[src/rtl/wb_trace_buffer.sv]
// wb_trace_buffer: capture FIFO for pipeline retirement events.
//   Records one entry per cycle in which a qualified register writeback
//   (wb_reg != 0) and/or a data-memory store retires, tagged with PC and a
//   free-running cycle stamp. Drained oldest-first through rd_en / rd_*.
// Ports:
//   clk, reset (async, active-high), en (capture enable), clear (sync flush)
//   pc, wb_valid/wb_reg/wb_data, st_valid/st_addr/st_data : event inputs
//   rd_en -> rd_valid + rd_kind/rd_pc/rd_wb_reg/rd_wb_data/rd_st_addr/
//            rd_st_data/rd_cyc one cycle later
//   count, empty, full : registered occupancy
//   overflow (sticky), drop_cnt (saturating) : lost-event accounting
module wb_trace_buffer #(
  parameter int DATA_W = 32,
  parameter int REG_W  = 6,
  parameter int DEPTH  = 16,
  parameter int CYC_W  = 16,
  parameter int WRAP   = 0,
  parameter int DROP_W = 8
) (
  input  logic                       clk,
  input  logic                       reset,
  input  logic                       en,
  input  logic                       clear,
  input  logic [DATA_W-1:0]          pc,
  input  logic                       wb_valid,
  input  logic [REG_W-1:0]           wb_reg,
  input  logic [DATA_W-1:0]          wb_data,
  input  logic                       st_valid,
  input  logic [DATA_W-1:0]          st_addr,
  input  logic [DATA_W-1:0]          st_data,
  input  logic                       rd_en,
  output logic                       rd_valid,
  output logic [1:0]                 rd_kind,
  output logic [DATA_W-1:0]          rd_pc,
  output logic [DATA_W-1:0]          rd_wb_data,
  output logic [DATA_W-1:0]          rd_st_addr,
  output logic [DATA_W-1:0]          rd_st_data,
  output logic [REG_W-1:0]           rd_wb_reg,
  output logic [CYC_W-1:0]           rd_cyc,
  output logic [$clog2(DEPTH+1)-1:0] count,
  output logic                       empty,
  output logic                       full,
  output logic                       overflow,
  output logic [DROP_W-1:0]          drop_cnt
);

  localparam int AW = $clog2(DEPTH);
  localparam int CW = $clog2(DEPTH+1);
  localparam bit WRAP_EN = (WRAP != 0);

  typedef struct packed {
    logic [1:0]        kind;
    logic [DATA_W-1:0] pc;
    logic [REG_W-1:0]  wb_reg;
    logic [DATA_W-1:0] wb_data;
    logic [DATA_W-1:0] st_addr;
    logic [DATA_W-1:0] st_data;
    logic [CYC_W-1:0]  cyc;
  } entry_t;

  entry_t          mem [DEPTH];
  entry_t          cap, rd_q;
  logic [AW-1:0]   wr_ptr, rd_ptr;
  logic [CYC_W-1:0] cyc;
  logic [CW-1:0]   count_nxt;
  logic            wbq, stq, push, pop, do_write, drop, inc, dec;

  assign wbq  = wb_valid && (wb_reg != '0);
  assign stq  = st_valid;
  assign push = en && (wbq || stq) && !clear;
  assign pop  = rd_en && !empty && !clear;

  // When full, a same-cycle pop frees the slot so the push lands without loss.
  // Without a pop, WRAP overwrites the oldest slot (wr_ptr == rd_ptr when full).
  assign drop     = push && full && !pop;
  assign do_write = push && (!full || pop || WRAP_EN);
  assign inc      = do_write && !pop && !full;
  assign dec      = pop && !do_write;

  always_comb begin
    cap.kind    = {stq, wbq};
    cap.pc      = pc;
    cap.wb_reg  = wbq ? wb_reg  : '0;
    cap.wb_data = wbq ? wb_data : '0;
    cap.st_addr = stq ? st_addr : '0;
    cap.st_data = stq ? st_data : '0;
    cap.cyc     = cyc;
  end

  always_comb begin
    count_nxt = count;
    if (inc)      count_nxt = count + CW'(1);
    else if (dec) count_nxt = count - CW'(1);
  end

  // Storage is not reset; contents are meaningless until written.
  always_ff @(posedge clk) begin
    if (do_write) mem[wr_ptr] <= cap;
  end

  always_ff @(posedge clk or posedge reset) begin
    if (reset) begin
      wr_ptr   <= '0;
      rd_ptr   <= '0;
      count    <= '0;
      empty    <= 1'b1;
      full     <= 1'b0;
      overflow <= 1'b0;
      drop_cnt <= '0;
      cyc      <= '0;
      rd_valid <= 1'b0;
      rd_q     <= '0;
    end else if (clear) begin
      wr_ptr   <= '0;
      rd_ptr   <= '0;
      count    <= '0;
      empty    <= 1'b1;
      full     <= 1'b0;
      overflow <= 1'b0;
      drop_cnt <= '0;
      cyc      <= '0;
      rd_valid <= 1'b0;
    end else begin
      cyc      <= cyc + CYC_W'(1);
      count    <= count_nxt;
      empty    <= (count_nxt == '0);
      full     <= (count_nxt == CW'(DEPTH));
      rd_valid <= pop;
      if (do_write) wr_ptr <= wr_ptr + AW'(1);
      if (pop || (drop && WRAP_EN)) rd_ptr <= rd_ptr + AW'(1);
      if (pop) rd_q <= mem[rd_ptr];
      if (drop) begin
        overflow <= 1'b1;
        if (drop_cnt != '1) drop_cnt <= drop_cnt + DROP_W'(1);
      end
    end
  end

  assign rd_kind    = rd_q.kind;
  assign rd_pc      = rd_q.pc;
  assign rd_wb_reg  = rd_q.wb_reg;
  assign rd_wb_data = rd_q.wb_data;
  assign rd_st_addr = rd_q.st_addr;
  assign rd_st_data = rd_q.st_data;
  assign rd_cyc     = rd_q.cyc;

endmodule
[config.mk]
export PLATFORM = sky130hd
export DESIGN_NAME = wb_trace_buffer
export DESIGN_NICKNAME = d
export VERILOG_FILES = /design/src/rtl/wb_trace_buffer.sv
export SDC_FILE = /design/constraint.sdc
export NUM_CORES = 2
export LEC_CHECK = 0
export ABC_AREA = 1
export CORE_AREA = 4 4 645 647
export CTS_BUF_LIST = sky130_fd_sc_hd__clkbuf_4 sky130_fd_sc_hd__clkbuf_8
export DETAILED_ROUTE_END_ITERATION = 12
export DIE_AREA = 0 0 649 651
export PLACE_DENSITY = 0.44
export SLEW_MARGIN = 20
export SYNTH_ARGS = -nofsm -noshare
export SYNTH_HDL_FRONTEND = slang
export SYNTH_SLANG_ARGS = --single-unit
[constraint.sdc]
create_clock -name clk -period 15.2 [get_ports clk]
set_clock_uncertainty 0.1 [all_clocks]
set_input_delay 3.04 -clock clk [delete_from_list [all_inputs] [get_ports clk]]
set_output_delay 3.04 -clock clk [all_outputs]
set_load 0.05 [all_outputs]
# Yosys cells after proc, flatten, opt, wreduce, memory -nomap -nowiden
# Memory sizes are Yosys's and may differ from the RTL's. A register that Yosys moved wholly into a read port is not among the register bits.
# Cells that the tools add are included.
# op_classes
n_reduce_logical	26
bitwise	1
add_sub_neg	6
eq_ne	2
n_mux	22
# ops
operator	count
2-to-1 mux 32 bit	3
2-to-1 mux 8 bit	3
adder 16 x 1 -> 16 bit, second input constant	1
2-to-1 mux 16 bit	1
2-to-1 mux 4 bit	4
2-to-1 mux 5 bit	3
logical AND 1 bit	11
adder 4 x 1 -> 4 bit, second input constant	2
adder 8 x 1 -> 8 bit, second input constant	1
!= test 8 bit, second input constant	1
nonzero test 2 bit	4
2-to-1 mux 1 bit	7
2-to-1 mux 6 bit	1
nonzero test 6 bit	1
adder 5 x 1 -> 5 bit, second input constant	1
equality test 5 bit, second input constant	1
logical NOT 1 bit	5
logical NOT 5 bit	1
subtractor 5 x 1 -> 5 bit, second input constant	1
AND reduction 2 bit	2
logical OR 1 bit	2
inverter 1 bit	1
# word_totals
mem_count	1
mem_bits_rw	2432
reg_bits	41
output_inout_bits	169
# memory_table
memory	depth	width	read_ports	rd_ports_with_merged_regs	wr	line	source
mem	16	152	1	1	1	61	entry_t mem [DEPTH];

# Depth between registers and ports, before layout
# logic_depth
depth_word	12
ltp_mapped	13
depth_no_buf	13

# Worst setup path before layout
# OpenSTA, ideal clock, no wires.
# synth_path
kind	input-to-reg
start	input port clear
end	memory mem[15][0] in the netlist's numbering, enable pin
setup_time_ns	0.667
stages	8
arrival_ns	10.333
path_slack_ns	4.100
n_path_buf	1
path_cell_list	buf_4 nor2_2 nand2_2 a21oi_2 nand2_1 nor2_1 inv_1 nor2_1
# synth_via
elab_chain_cells	6
elab_cells_between_ends	7
cone_classes	2 x mux; 5 x reduce/logical
# synth_rtl
element	line	source
from (decl)	23	input logic clear,
logical NOT 1 bit *	70, 71	
logical AND 1 bit	71	assign pop = rd_en && !empty && !clear;
logical OR 1 bit	76	assign do_write = push && (!full || pop || WRAP_EN);
logical AND 1 bit *	76	
2-to-1 mux 1 bit *	98	if (do_write) mem[wr_ptr] <= cap;
2-to-1 mux 1 bit (implied by the code) *	98	
to (decl)	61	
# Every way passes the cells marked *; elsewhere a longest branch is shown, timed or not.

# Worst setup path after layout
# layout_path
start	input port wb_valid
end	memory mem[15][126] in the netlist's numbering, enable pin
# layout_via
elab_chain_cells	7
# layout_rtl
element	line	source
from (decl)	25	input logic wb_valid,
logical AND 1 bit	68	assign wbq = wb_valid && (wb_reg != '0);
logical OR 1 bit	70	assign push = en && (wbq || stq) && !clear;
logical AND 1 bit (2 in a row)	70	
logical AND 1 bit	76	
2-to-1 mux 1 bit	98	
2-to-1 mux 1 bit (implied by the code)	98	
# Every way passes these cells.

==> results.py <==
metrics = {
    "critical_path": {
        "worst_path_dominant_cell_family": "buffers and inverters",
        "crit_required_ns": 15.75,
        "critPathBufInv": 5,
        "worstPathCellList": "clkdlybuf4s50_1, nand2_4, nand2_1, nand2_2, a21oi_2, nand2_1, nor2_1, inv_1, nor2_4, buf_4, buf_4, buf_4",
        "crit_fanout": 47,
        "slowest_delay_ns": 0.88,
        "slowest_stage": "buf_4",
        "crit_path_end_kind": "flip-flop",
        "crit_type": "input port to flip-flop",
        "startpoint_type": "input port",
        "cpMostUsedCell": "buf_4",
        "cp.arrival_ns": 8.29,
    },
    "timing": {
        "setup_ws_ns": 7.46,
        "fmax_ghz": 0.129,
        "tightest_slew_ns": 1.42,
        "period_minus_slack_ns": 7.74,
        "rsz0062_at_grt": "false",
        "setup_viol": 0,
        "hold_viol": 0,
        "finalMaxSlewViolations": 0,
        "fin_crit_sh_pct": 50.9,
        "slew_headroom_pct": 5.29,
        "setup-tns-final_ns": 0,
    },
    "drt": {
        "drtAntennaViolNets": 0,
        "routedWlPerCell_um": 23.8,
        "via_count": 66300,
        "drcViolationCount": 0,
        "drt_iter0_drc": 5012,
        "via_per_inst": 4.72,
        "routed_wl_um": 335000,
        "drt_pass1_iterations": 5,
    },
    "min_path": {
        "hp-class": "flip-flop to flip-flop",
    },
    "cts": {
        "clock-sinks": 2625,
        "clk_latency_ns": 1.10,
        "cts_tree": "built",
        "cts_resized": 0,
        "cts_root_buf": "clkbuf_8",
        "clock_path_buffers": 4,
        "ctsHoldBuffers": 0,
        "cts_setup_buffers": 0,
        "h-tree-depth": 5,
        "numCtsBuffers": 450,
        "path_clk_slew_ns": 0.08,
    },
    "placed_design": {
        "dp_slack_ns": 6.32,
        "place.port_buffers": 309,
        "dp_hpwl_um": 177000,
        "gp_congestion": 0.751,
    },
    "cells_and_area": {
        "syn_to_final_growth_pct": 17.5,
        "mostFrequentLayoutCells": "2432 x edfxtp_1, 1493 x nor2_1, 1234 x o21ai_0",
        "top_register": "mem",
        "drive_gt1_share_pct": 10.6,
        "mostFrequentLayoutCell": "edfxtp_1",
        "largest_reg_flops": 2432,
        "final_nets": 8371,
    },
    "floorplanning": {
        "die_h_um": 651,
        "fp.coreArea_um2": 410000,
        "num_io_pins": 310,
        "die-area_um2": 422000,
        "fp-row-count": 235,
        "die_x_um": 649,
        "start_util_pct": 25.0,
    },
    "global_routing": {
        "grt_pass1_vias": 67600,
        "grt_max_degree": 310,
        "grt_first_pass_wirelength_um": 482000,
        "grt_overflow": 0,
        "grt_antenna_before_repair": 18,
        "grt_use_total_pct": 15.3,
    },
    "synthesis": {
        "synth_nets": 8039,
        "ys_seq_area_share_pct": 76.2,
        "synth.cell_area_um2": 102000,
        "yosysUniqueCellTypes": 36,
        "synth.avg_cell_area_um2": 13.0,
        "syn_inst": 7889,
        "yosys_warnings": 0,
        "synth-seq-cells": 2625,
    },
    "pwr": {
        "leakagePower_uw": 0.0402,
        "power_density_nw_per_um2": 143,
        "peakVddDrop_mv": 0.0670,
    },
    "run": {
        "drv_cap": 0,
    },
    "outcome": {
        "status": "completed",
    },
}
==> final cells by class <==
cell class | count | area [um2]
fill | 41400 | 290000
sequential | 2625 | 77900
multi-input combinational | 4558 | 21500
clock buffer | 634 | 7770
tap | 5451 | 6820
timing repair buffer | 434 | 4200
clock inverter | 204 | 1260
inverter | 152 | 646
antenna | 6 | 15.0
==> Yosys cell counts, drive strengths merged <==
| master | n | area share, % |
|---|---|---|
| inv | 151 | 0.56 |
| or2 | 1 | 0.0061 |
| dfstp | 1 | 0.026 |
| o21ai | 1491 | 7.3 |
| o31ai | 4 | 0.029 |
| nand3b | 1 | 0.0073 |
| xor2 | 7 | 0.060 |
| o221ai | 70 | 0.60 |
| buf | 223 | 1.2 |
| nor3 | 11 | 0.064 |
| clkinv | 1 | 0.0049 |
| nor4 | 3 | 0.024 |
| clkbuf | 331 | 1.2 |
| o22ai | 633 | 3.9 |
| a21o | 1 | 0.0073 |
| nand3 | 118 | 0.58 |
| a211oi | 1 | 0.0073 |
| a21oi | 17 | 0.087 |
| nor2 | 1519 | 5.6 |
| dfrtp | 192 | 4.7 |
| nand4 | 7 | 0.043 |
| ha | 9 | 0.11 |
| edfxtp | 2432 | 71 |
| nand2 | 665 | 2.5 |
==> metrics by stage <==
stage / util (%) / power, uW / area (um2) / std cells / hold WS, ns
global route: 29.3 / 17900 / 120000 / 14100 / 0.404
global placement: 27.1 / 10900 / 111000 / 13200 / 0.373
finish: 29.3 / 17100 / 120000 / 14100 / 0.380
detailed placement: 27.1 / 10900 / 111000 / 13200 / 0.368
floorplan: - / 9880 / 102000 / 7889 / 0.465
CTS: 29.3 / 17400 / 120000 / 14100 / 0.384
==> power breakdown <==
group / total [uW] / internal, uW / switching [uW]
Combinational: 2370 / 660 / 1710
Clock: 6410 / 3450 / 2960
Sequential: 8330 / 8110 / 217
==> routing by layer <==
layer | track usage (%) | vias up | share of wire (%)
met5 | 0 | - | 0.011
met4 | 4.33 | 6 | 2.5
li1 | - | 29700 | -
met3 | 2.26 | 486 | 4.8
met1 | 20.6 | 34300 | 45
met2 | 25.5 | 1771 | 48
==> final timing paths <==
| path | start | endpoint | slack [ns] | depth (start not counted) |
|---|---|---|---|---|
| setup / recovery | wb_valid | mem[15][126]$_DFFE_PP_ | 7.46 | 12 |
| min in group asynchronous | reset | rd_st_addr[17]$_DFFE_PP0P_ | 2.23 | 2 |
| setup reg to reg | empty$_DFF_PP1_ | mem[15][126]$_DFFE_PP_ | 9.96 | 10 |
| hold reg to reg | rd_wb_data[6]$_DFFE_PP0P_ | rd_wb_data[6]$_DFFE_PP0P_ | 0.38 | 2 |
| max in group asynchronous | reset | rd_st_data[30]$_DFFE_PP0P_ | 10.63 | 4 |
| hold / removal | rd_wb_data[6]$_DFFE_PP0P_ | rd_wb_data[6]$_DFFE_PP0P_ | 0.38 | 2 |
==> kinds of logic (layout without fill, tap and decap cells) <==
kind of cell / Yosys count / in the layout / share of synthesized area [%]
flops: 2625 / 2625 / 76.2
buf+inv: 706 / 1424 / 3.00
fa+ha+maj: 9 / 9 / 0.110
simple gates: 2325 / 2325 / 8.75
xor+xnor: 7 / 7 / 0.0600
compound gates: 2217 / 2217 / 11.9
other cells: 0 / 6 / 0
==> worst min-delay path: stages (launching register included) <==
cell and delay (ns):
dfrtp_1 0.34, nand2_1 0.05, nand2_1 0.06
Note: power is estimated with default switching activity, not from simulation.
